--- src/rtl/quad_loader_pkg.sv ---
// quad_loader_pkg
//   Shared definitions for the four-sample loader and the min/max stage it
//   feeds: loader state encoding, frame length, default sample width and
//   hold length, and the width rule for the hold counter.
package quad_loader_pkg;

  typedef enum logic {
    FILL = 1'b0,
    HOLD = 1'b1
  } loader_state_t;

  localparam int FRAME_LEN           = 4;
  localparam int DEFAULT_WIDTH       = 2;
  localparam int DEFAULT_HOLD_CYCLES = 2;

  // The hold counter must be able to represent HOLD_CYCLES itself.
  // It never shrinks below one bit, even when holding is disabled.
  function automatic int hold_cnt_width(input int hold_cycles);
    if (hold_cycles < 1) return 1;
    return $clog2(hold_cycles + 1);
  endfunction

endpackage

--- src/rtl/quad_sample_loader.sv ---
// quad_sample_loader
//   Collects a serial stream of WIDTH-bit samples over a valid/ready
//   handshake into four-sample frames. It presents each completed frame on
//   a..d as a single atomic update. After each commit it stalls the input
//   for HOLD_CYCLES cycles, which gives the downstream min/max pipeline time
//   to settle on the frame.
//
// Ports
//   clk          in   rising-edge clock
//   rst          in   asynchronous reset, active-low
//   clear        in   synchronous flush of the partial frame and outputs
//   in_data      in   WIDTH-bit sample
//   in_valid     in   sample present
//   in_ready     out  loader can accept (decoded from state only)
//   a, b, c, d   out  committed frame, 1st..4th sample in arrival order
//   frame_valid  out  sticky: a frame has been committed since reset/clear
//   frame_strobe out  one-cycle pulse when a new frame lands on a..d
//   fill_count   out  samples currently held in the partial frame (0..3)
module quad_sample_loader
  import quad_loader_pkg::*;
#(
  parameter int WIDTH       = DEFAULT_WIDTH,
  parameter int HOLD_CYCLES = DEFAULT_HOLD_CYCLES
) (
  input  logic             clk,
  input  logic             rst,
  input  logic             clear,
  input  logic [WIDTH-1:0] in_data,
  input  logic             in_valid,
  output logic             in_ready,
  output logic [WIDTH-1:0] a,
  output logic [WIDTH-1:0] b,
  output logic [WIDTH-1:0] c,
  output logic [WIDTH-1:0] d,
  output logic             frame_valid,
  output logic             frame_strobe,
  output logic [2:0]       fill_count
);

  localparam int             HCW       = hold_cnt_width(HOLD_CYCLES);
  localparam logic [HCW-1:0] HOLD_INIT = HCW'(HOLD_CYCLES);
  localparam logic [HCW-1:0] HOLD_LAST = HCW'(1);
  localparam logic [2:0]     LAST_SLOT = 3'(FRAME_LEN - 1);

  loader_state_t  state;
  loader_state_t  state_next;
  logic [HCW-1:0] hold_cnt;
  logic [HCW-1:0] hold_cnt_next;
  logic [2:0]     fill_next;
  logic           transfer;
  logic           commit;

  // Shadow slots for the first three samples of a frame. The fourth sample
  // goes straight from in_data to d on the commit edge, so it has no slot.
  logic [WIDTH-1:0] s0;
  logic [WIDTH-1:0] s1;
  logic [WIDTH-1:0] s2;

  // State, hold counter and fill position.
  always_ff @(posedge clk or negedge rst) begin
    if (!rst) begin
      state      <= FILL;
      hold_cnt   <= '0;
      fill_count <= '0;
    end else begin
      state      <= state_next;
      hold_cnt   <= hold_cnt_next;
      fill_count <= fill_next;
    end
  end

  // Next-state and handshake decode. in_ready comes from the state alone so
  // that the source never sees a combinational path from in_valid.
  always_comb begin
    state_next    = state;
    hold_cnt_next = hold_cnt;
    fill_next     = fill_count;
    in_ready      = 1'b0;
    transfer      = 1'b0;
    commit        = 1'b0;

    case (state)
      FILL: begin
        in_ready = 1'b1;
        transfer = in_valid;
        if (transfer) begin
          if (fill_count == LAST_SLOT) begin
            commit    = 1'b1;
            fill_next = '0;
            // A zero-length hold keeps the loader in FILL, which allows
            // back-to-back frames every FRAME_LEN cycles.
            if (HOLD_CYCLES != 0) begin
              state_next    = HOLD;
              hold_cnt_next = HOLD_INIT;
            end
          end else begin
            fill_next = fill_count + 3'd1;
          end
        end
      end

      HOLD: begin
        // The count is checked before it is decremented, so the loader
        // leaves HOLD on the edge where the count reads 1. As a result,
        // in_ready is low for exactly HOLD_CYCLES cycles.
        if (hold_cnt == HOLD_LAST) begin
          state_next    = FILL;
          hold_cnt_next = '0;
        end else begin
          hold_cnt_next = hold_cnt - HCW'(1);
        end
      end

      default: begin
        state_next    = FILL;
        hold_cnt_next = '0;
        fill_next     = '0;
      end
    endcase

    // clear wins over everything, including a transfer in the same cycle.
    // That sample is dropped even though in_ready was high.
    if (clear) begin
      state_next    = FILL;
      hold_cnt_next = '0;
      fill_next     = '0;
      transfer      = 1'b0;
      commit        = 1'b0;
    end
  end

  // Partial-frame capture. Slots are never read before they are rewritten
  // after a clear, so clear does not need to touch them.
  always_ff @(posedge clk or negedge rst) begin
    if (!rst) begin
      s0 <= '0;
      s1 <= '0;
      s2 <= '0;
    end else if (transfer && !commit) begin
      case (fill_count)
        3'd0:    s0 <= in_data;
        3'd1:    s1 <= in_data;
        3'd2:    s2 <= in_data;
        default: ;
      endcase
    end
  end

  // Committed frame. All four outputs load on the same edge, which keeps
  // the downstream stage from ever seeing a mix of two frames.
  always_ff @(posedge clk or negedge rst) begin
    if (!rst) begin
      a            <= '0;
      b            <= '0;
      c            <= '0;
      d            <= '0;
      frame_valid  <= 1'b0;
      frame_strobe <= 1'b0;
    end else if (clear) begin
      a            <= '0;
      b            <= '0;
      c            <= '0;
      d            <= '0;
      frame_valid  <= 1'b0;
      frame_strobe <= 1'b0;
    end else begin
      frame_strobe <= commit;
      if (commit) begin
        a           <= s0;
        b           <= s1;
        c           <= s2;
        d           <= in_data;
        frame_valid <= 1'b1;
      end
    end
  end

  // Structural invariants of the loader.
  a_fill_range : assert property (@(posedge clk) disable iff (!rst)
    fill_count <= LAST_SLOT);

  a_strobe_valid : assert property (@(posedge clk) disable iff (!rst)
    frame_strobe |-> frame_valid);

  a_hold_nonzero : assert property (@(posedge clk) disable iff (!rst)
    (state == HOLD) |-> (hold_cnt != '0));

  // With a hold in place, two commits can never be on adjacent edges.
  if (HOLD_CYCLES > 0) begin : g_strobe_single
    a_strobe_pulse : assert property (@(posedge clk) disable iff (!rst)
      frame_strobe |=> !frame_strobe);
  end

endmodule

--- config.mk ---
export PLATFORM = sky130hd
export DESIGN_NAME = quad_sample_loader
export DESIGN_NICKNAME = d
export VERILOG_FILES = /design/src/rtl/quad_loader_pkg.sv /design/src/rtl/quad_sample_loader.sv
export SDC_FILE = /design/constraint.sdc
export NUM_CORES = 1
export LEC_CHECK = 0
export CORE_MARGIN = 2
export CORE_UTILIZATION = 48
export CTS_CLUSTER_SIZE = 10
export DETAILED_ROUTE_END_ITERATION = 12
export PLACE_DENSITY = 0.79
export SYNTH_ARGS = -nofsm -noshare
export SYNTH_HDL_FRONTEND = slang
export SYNTH_SLANG_ARGS = --single-unit
--- constraint.sdc ---
create_clock -name clk -period 1.7 [get_ports clk]
set_input_delay 0.255 -clock clk [delete_from_list [all_inputs] [get_ports clk]]
set_output_delay 0.255 -clock clk [all_outputs]
set_load 0.01 [all_outputs]
==> impl_metrics.tcl, run 1 <==
set metrics [dict create \
    worstReg2RegStart "fill_count[0]" \
    rsz0062_at_grt "false" \
    synth_seq_area_share 0.5970 \
    startpoint_type "flip-flop" \
    hpwlAfterDp_um 1225 \
    drtIter0Drc 12 \
    r2r_end "d[1]" \
    max-vdd-ir-drop_mv 0.5658 \
    ioPinCount 20 \
    antenna_left 0 \
    grt_use_total 0.1780 \
    final_area_um2 1206 \
    p_leak_nw 0.5424 \
    coreArea_um2 1764 \
    h-tree-depth 1 \
    clockBufferDepth 2 \
    netlist_instances 71 \
    drt-total-wl_um 1627 \
    relSlewSlack 0.6813 \
    path_max_fanout 10 \
    path_buf_inv 0 \
    grt_pass1_wl_um 2704 \
    synth_seq_cells 22 \
    crit_chain "ha_1 -> nor2b_1 -> a21oi_2 -> a22o_1" \
    synth_nets 82 \
    finalCritPeriodShare 0.9160 \
    grt_overflow 0 \
    dp_slack_ns -0.009900 \
    holdBufCountCts 0 \
    status "complete, no violations" \
    post_drt_wl_per_cell_um 13.34 \
    path_depth 4 \
    io_buffers 19 \
    insertion_delay_ns 0.31 \
    num-fill-cells 153 \
    cap_violations 0 \
    die_h_um 47.83 \
    fin_ws_ns 0.1428 \
    place_area_um2 1166 \
    slew_violations 0 \
    yosysWarnings 0 \
    fin_crit_ns 1.557 \
    rr_worst_depth 4 \
    finish.utilization 0.6837 \
    die-area_um2 2288 \
    cts_buffers 3 \
    hold_viol 0 \
    worst_pin_slew_ns 0.4780 \
    setup.worst_path.class "flip-flop to flip-flop" \
    grt_max_degree 23 \
    num_vias 629 \
    grt_pass1_vias 617 \
    worst-endpoint-required_ns 1.95 \
    hold_class "input port to async pin" \
    fin_worst_skew_ns 0.003799 \
    drive_gt1_frac 0.1134 \
    critPathArrivalTime_ns 1.81 \
    timing.reg2reg.setup_slack_ns 0.14 \
    drc 0 \
    hold_ws_ns 0.2752 \
    setup_violations 0 \
    crit_family "compound AO/OA/AOI/OAI gates" \
    antenna_found_initial 0 \
    synthesis.area_um2 922.1 \
    diodes 0 \
    crit_path_top_delay_cell "dfrtp_1" \
    cts-root-buf "clkbuf_4" \
    path_clk_slew_ns 0.12 \
    max_stage_delay_ns 0.44 \
    gp_congestion 0.7010 \
    critical_path.endpoint_type "flip-flop" \
    area_growth_pct 30.80 \
    initial_core_util 0.5227 \
    cts_tree "built" \
    drt-pass1-iter-count 4 \
    max_freq_mhz 642.2 \
    vias_per_cell 5.156 \
    ys_types 22 \
    layout.nets 109 \
    powerDensity_nw_per_um2 864.8 \
    die_w_um 47.83 \
    cts.sinks 22 \
    num_rows 15 \
    syn_area_per_cell_um2 12.99 \
]
## worst max path at each step
stage,from,end,slack [ns]
2_1_floorplan,fill_count[0],s0[0],0.33
3_3_place_gp,in_valid,s2[0],0.04
3_5_place_dp,in_valid,s0[0],-0.01
4_1_cts,state,in_ready,0.01
5_1_grt,fill_count[0],c[1],0.04
6_report,fill_count[0],d[1],0.14
## cell type report
type	instances	area, um^2	area share
flip-flops and latches	22	551.8	0.4575
clock buffers	4	36.28	0.03008
well taps	25	31.28	0.02593
inverters	7	26.28	0.02178
multi-input cells	42	345.3	0.2863
repair buffers	22	215.2	0.1784
## synth_stat cells
master,n,area (um^2)
mux2_1,6,67.56
nor3_1,1,5.000
inv_1,6,22.52
inv_2,1,3.750
a211o_1,1,8.760
nor3b_2,1,12.51
and2_1,1,6.260
xnor2_1,1,8.760
ha_1,5,62.56
a21oi_1,2,10.01
dfrtp_1,22,550.5
nand3_1,3,15.01
nor2_1,2,7.510
nand2b_1,1,6.260
a211oi_1,1,7.510
nor2b_1,3,18.77
a22o_1,8,70.07
o21ai_0,1,5.000
nand2_1,2,7.510
mux2i_1,1,10.01
o31ai_1,1,7.510
a21oi_2,1,8.760
## registers in the layout, summed over array words and instances, names as in the netlist
signal	count
fill_count	3
a	2
b	2
c	2
d	2
hold_cnt	2
s0	2
s1	2
s2	2
frame_strobe	1
frame_valid	1
state	1
## worst register-to-register path: cells and delay by family, from the launching register on
family,cells,cell delay [ns]
AOI/OAI and AO/OA,2,0.64
DFF,1,0.44
adders and majority gates,1,0.25
and+or+nand+nor,1,0.18
## where the power goes
part | leakage (nW) | total [mW] | switching, mW | internal (mW)
logic | 0.228 | 0.141 | 0.0632 | 0.0777
clock network | 0.0210 | 0.283 | 0.152 | 0.131
registers | 0.293 | 0.619 | 0.0355 | 0.584
total | 0.542 | 1.04 | 0.251 | 0.792
## per-layer routing
metal	wire (um)	share of wire	vias to the layer above	global-route usage
li1	-	-	300	-
met1	766	0.47	312	0.2404
met2	759	0.47	12	0.2667
met3	58	0.036	5	0.03774
met4	42	0.026	0	0.09730
met5	0	0	-	0
## cells by family (layout without fill, tap and decap cells)
kind of cell | count (synthesis) | in the layout | share of synthesized area
buffers and inverters | 7 | 33 | 0.02849
adders and majority gates | 5 | 5 | 0.06784
DFF | 22 | 22 | 0.5970
AOI/OAI and AO/OA | 15 | 15 | 0.1276
and+or+nand+nor | 14 | 14 | 0.08549
muxes | 7 | 7 | 0.08412
xor gates and xnor gates | 1 | 1 | 0.009500
## stage by stage
step | TNS [ns] | total power, mW | instances
2_1_floorplan | 0 | 0.7004 | 71
3_3_place_gp | 0 | 0.7668 | 118
3_5_place_dp | -0.009900 | 0.7734 | 118
4_1_cts | 0 | 1.051 | 122
5_1_grt | 0 | 1.100 | 122
6_report | 0 | 1.043 | 122
## placed cells by master, fill, tap and decap left out, types with 2 or more instances in the layout
master           netlist  layout
inv_1                  6       6
a21oi_1                2       2
ha_1                   5       5
clkbuf_4               0       3
clkdlybuf4s50_1        0      18
nand3_1                3       3
mux2_1                 6       6
a22o_1                 8       8
buf_4                  0       3
nor2_1                 2       2
nand2_1                2       2
dfrtp_1               22      21
nor2b_1                3       3
## repair_timing
action / in CTS / in global routing
gates resized for setup: 0 / 2
endpoints found under the setup margin: 0 / 1
buffers inserted: 0 / 0
hold endpoints to repair: 0 / 0
Power figures use the tool's default switching activity.
==> inputs of run 2 (changes only) <==
RECOVER_POWER = 100   (was unset)
==> impl_metrics.tcl, run 2 (synthesis gave the netlist of run 1 again) <==
set metrics [dict create \
    status "complete, no violations" \
    cts_tree "built" \
    grt_pass1_wl_um 2704 \
    post_drt_wl_per_cell_um 13.30 \
    die-area_um2 2288 \
    crit_chain "dlygate4sd3_1" \
    cts-root-buf "clkbuf_4" \
    crit_path_top_delay_cell "dlygate4sd3_1" \
    cap_violations 0 \
    vias_per_cell 5.180 \
    final_cells 122 \
    hpwlAfterDp_um 1225 \
    max_freq_mhz 622.1 \
    ioPinCount 20 \
    post-cts-setup-buffer-count 0 \
    initial_core_util 0.5227 \
    num_rows 15 \
    min_from "d[0]" \
    drc 0 \
    holdBufCountCts 0 \
    r2r_end "d[1]" \
    path_clk_slew_ns 0.11 \
    drtIter0Drc 7 \
    max_stage_delay_ns 0.62 \
    hold_viol 0 \
    path_buf_inv 1 \
    p_total_mw 1.040 \
    fin_worst_skew_ns 0.001957 \
    slew_violations 0 \
    die_h_um 47.83 \
    cts_buffers 3 \
    drt-pass1-iter-count 4 \
    min_path_cells 1 \
    crit_start "fill_count[2]" \
    place_area_um2 1166 \
    hold_class "flip-flop to flip-flop" \
    rsz0062_at_grt "false" \
    antenna_left 0 \
    finalCritPeriodShare 0.9456 \
    fin_ws_ns 0.09244 \
    worstReg2RegStart "fill_count[0]" \
    gp_congestion 0.7010 \
    worst-endpoint-required_ns 1.44 \
    drive_gt1_frac 0.08247 \
    num-fill-cells 154 \
    antenna_found_initial 0 \
    timing.reg2reg.setup_slack_ns 0.14 \
    grt_max_degree 23 \
    num_vias 632 \
    largest_reg_flops 3 \
    worst_pin_slew_ns 1.168 \
    place_inst 118 \
    dp_slack_ns -0.009900 \
    rr_worst_depth 4 \
    coreArea_um2 1764 \
    path_max_fanout 4 \
    crit_family "buffers and inverters" \
    startpoint_type "flip-flop" \
    layout.nets 109 \
    h-tree-depth 1 \
    critPathArrivalTime_ns 1.35 \
    final_common_cell "dfrtp_1" \
    finish.utilization 0.6787 \
    grt_overflow 0 \
    grt_use_total 0.1780 \
    setup.worst_path.class "flip-flop to primary output" \
    area_growth_pct 29.85 \
    fin_crit_ns 1.608 \
    hold_end "d[0]" \
    setup_violations 0 \
    grt_pass1_vias 617 \
    cts.sinks 22 \
    final_area_um2 1197 \
    insertion_delay_ns 0.31 \
    io_buffers 19 \
    critical_path.endpoint_type "primary output" \
    diodes 0 \
    max-vdd-ir-drop_mv 0.5644 \
    p_leak_nw 0.5752 \
    drt-total-wl_um 1622 \
    die_w_um 47.83 \
    regMostFlops "fill_count" \
    relSlewSlack 0.2216 \
    ctsResizeCount 0 \
    clockBufferDepth 2 \
    final_cell_mix "dfrtp_1, dlygate4sd3_1, a22o_1, clkdlybuf4s50_1" \
    powerDensity_nw_per_um2 868.3 \
]
-- run 2: changes by cell type in the layout (fill, tap and decap cells not counted) --
cell             delta
and2_0              +1
and2_1              -1
buf_4               -2
clkbuf_1            +2
clkdlybuf4s50_1    -11
dfrtp_1             +1
dfrtp_2             -1
dlygate4sd3_1      +11
-- run 2: power by group --
| group | leakage, nW | internal [mW] | switching, mW |
|---|---|---|---|
| sequential | 0.295 | 0.584 | 0.0351 |
| clock | 0.0210 | 0.131 | 0.153 |
| combinational | 0.259 | 0.0741 | 0.0633 |
| total | 0.575 | 0.789 | 0.251 |
-- run 2: per-layer routing --
layer / up-vias / routed length (um) / share of wire / GRT usage
li1: 301 / - / - / -
met1: 310 / 751 / 0.46 / 0.2404
met2: 16 / 751 / 0.46 / 0.2667
met3: 5 / 77 / 0.047 / 0.03774
met4: 0 / 42 / 0.026 / 0.09730
met5: - / 0 / 0 / 0
-- run 2: worst max-delay path by stage --
stage | to | slack [ns] | depth (start not counted)
2_1_floorplan | s0[0] | 0.33 | 4
3_3_place_gp | s2[0] | 0.04 | 4
3_5_place_dp | s0[0] | -0.01 | 4
4_1_cts | in_ready | 0.01 | 2
5_1_grt | fill_count[2] | 0.04 | 1
6_report | fill_count[2] | 0.09 | 1
-- run 2: per-stage QoR --
step	TNS, ns	hold WS, ns
2_1_floorplan	0	-0.04059
3_3_place_gp	0	0.4779
3_5_place_dp	-0.009900	0.4823
4_1_cts	0	0.2857
5_1_grt	0	0.5247
6_report	0	0.5016
-- run 2: layout make-up --
| cell class | count | area [um^2] | share of cell area |
|---|---|---|---|
| sequential | 22 | 550.5 | 0.4598 |
| multi-input combinational | 42 | 345.3 | 0.2884 |
| timing repair buffer | 22 | 207.7 | 0.1735 |
| clock buffer | 4 | 36.28 | 0.03030 |
| tap | 25 | 31.28 | 0.02612 |
| inverter | 7 | 26.28 | 0.02194 |
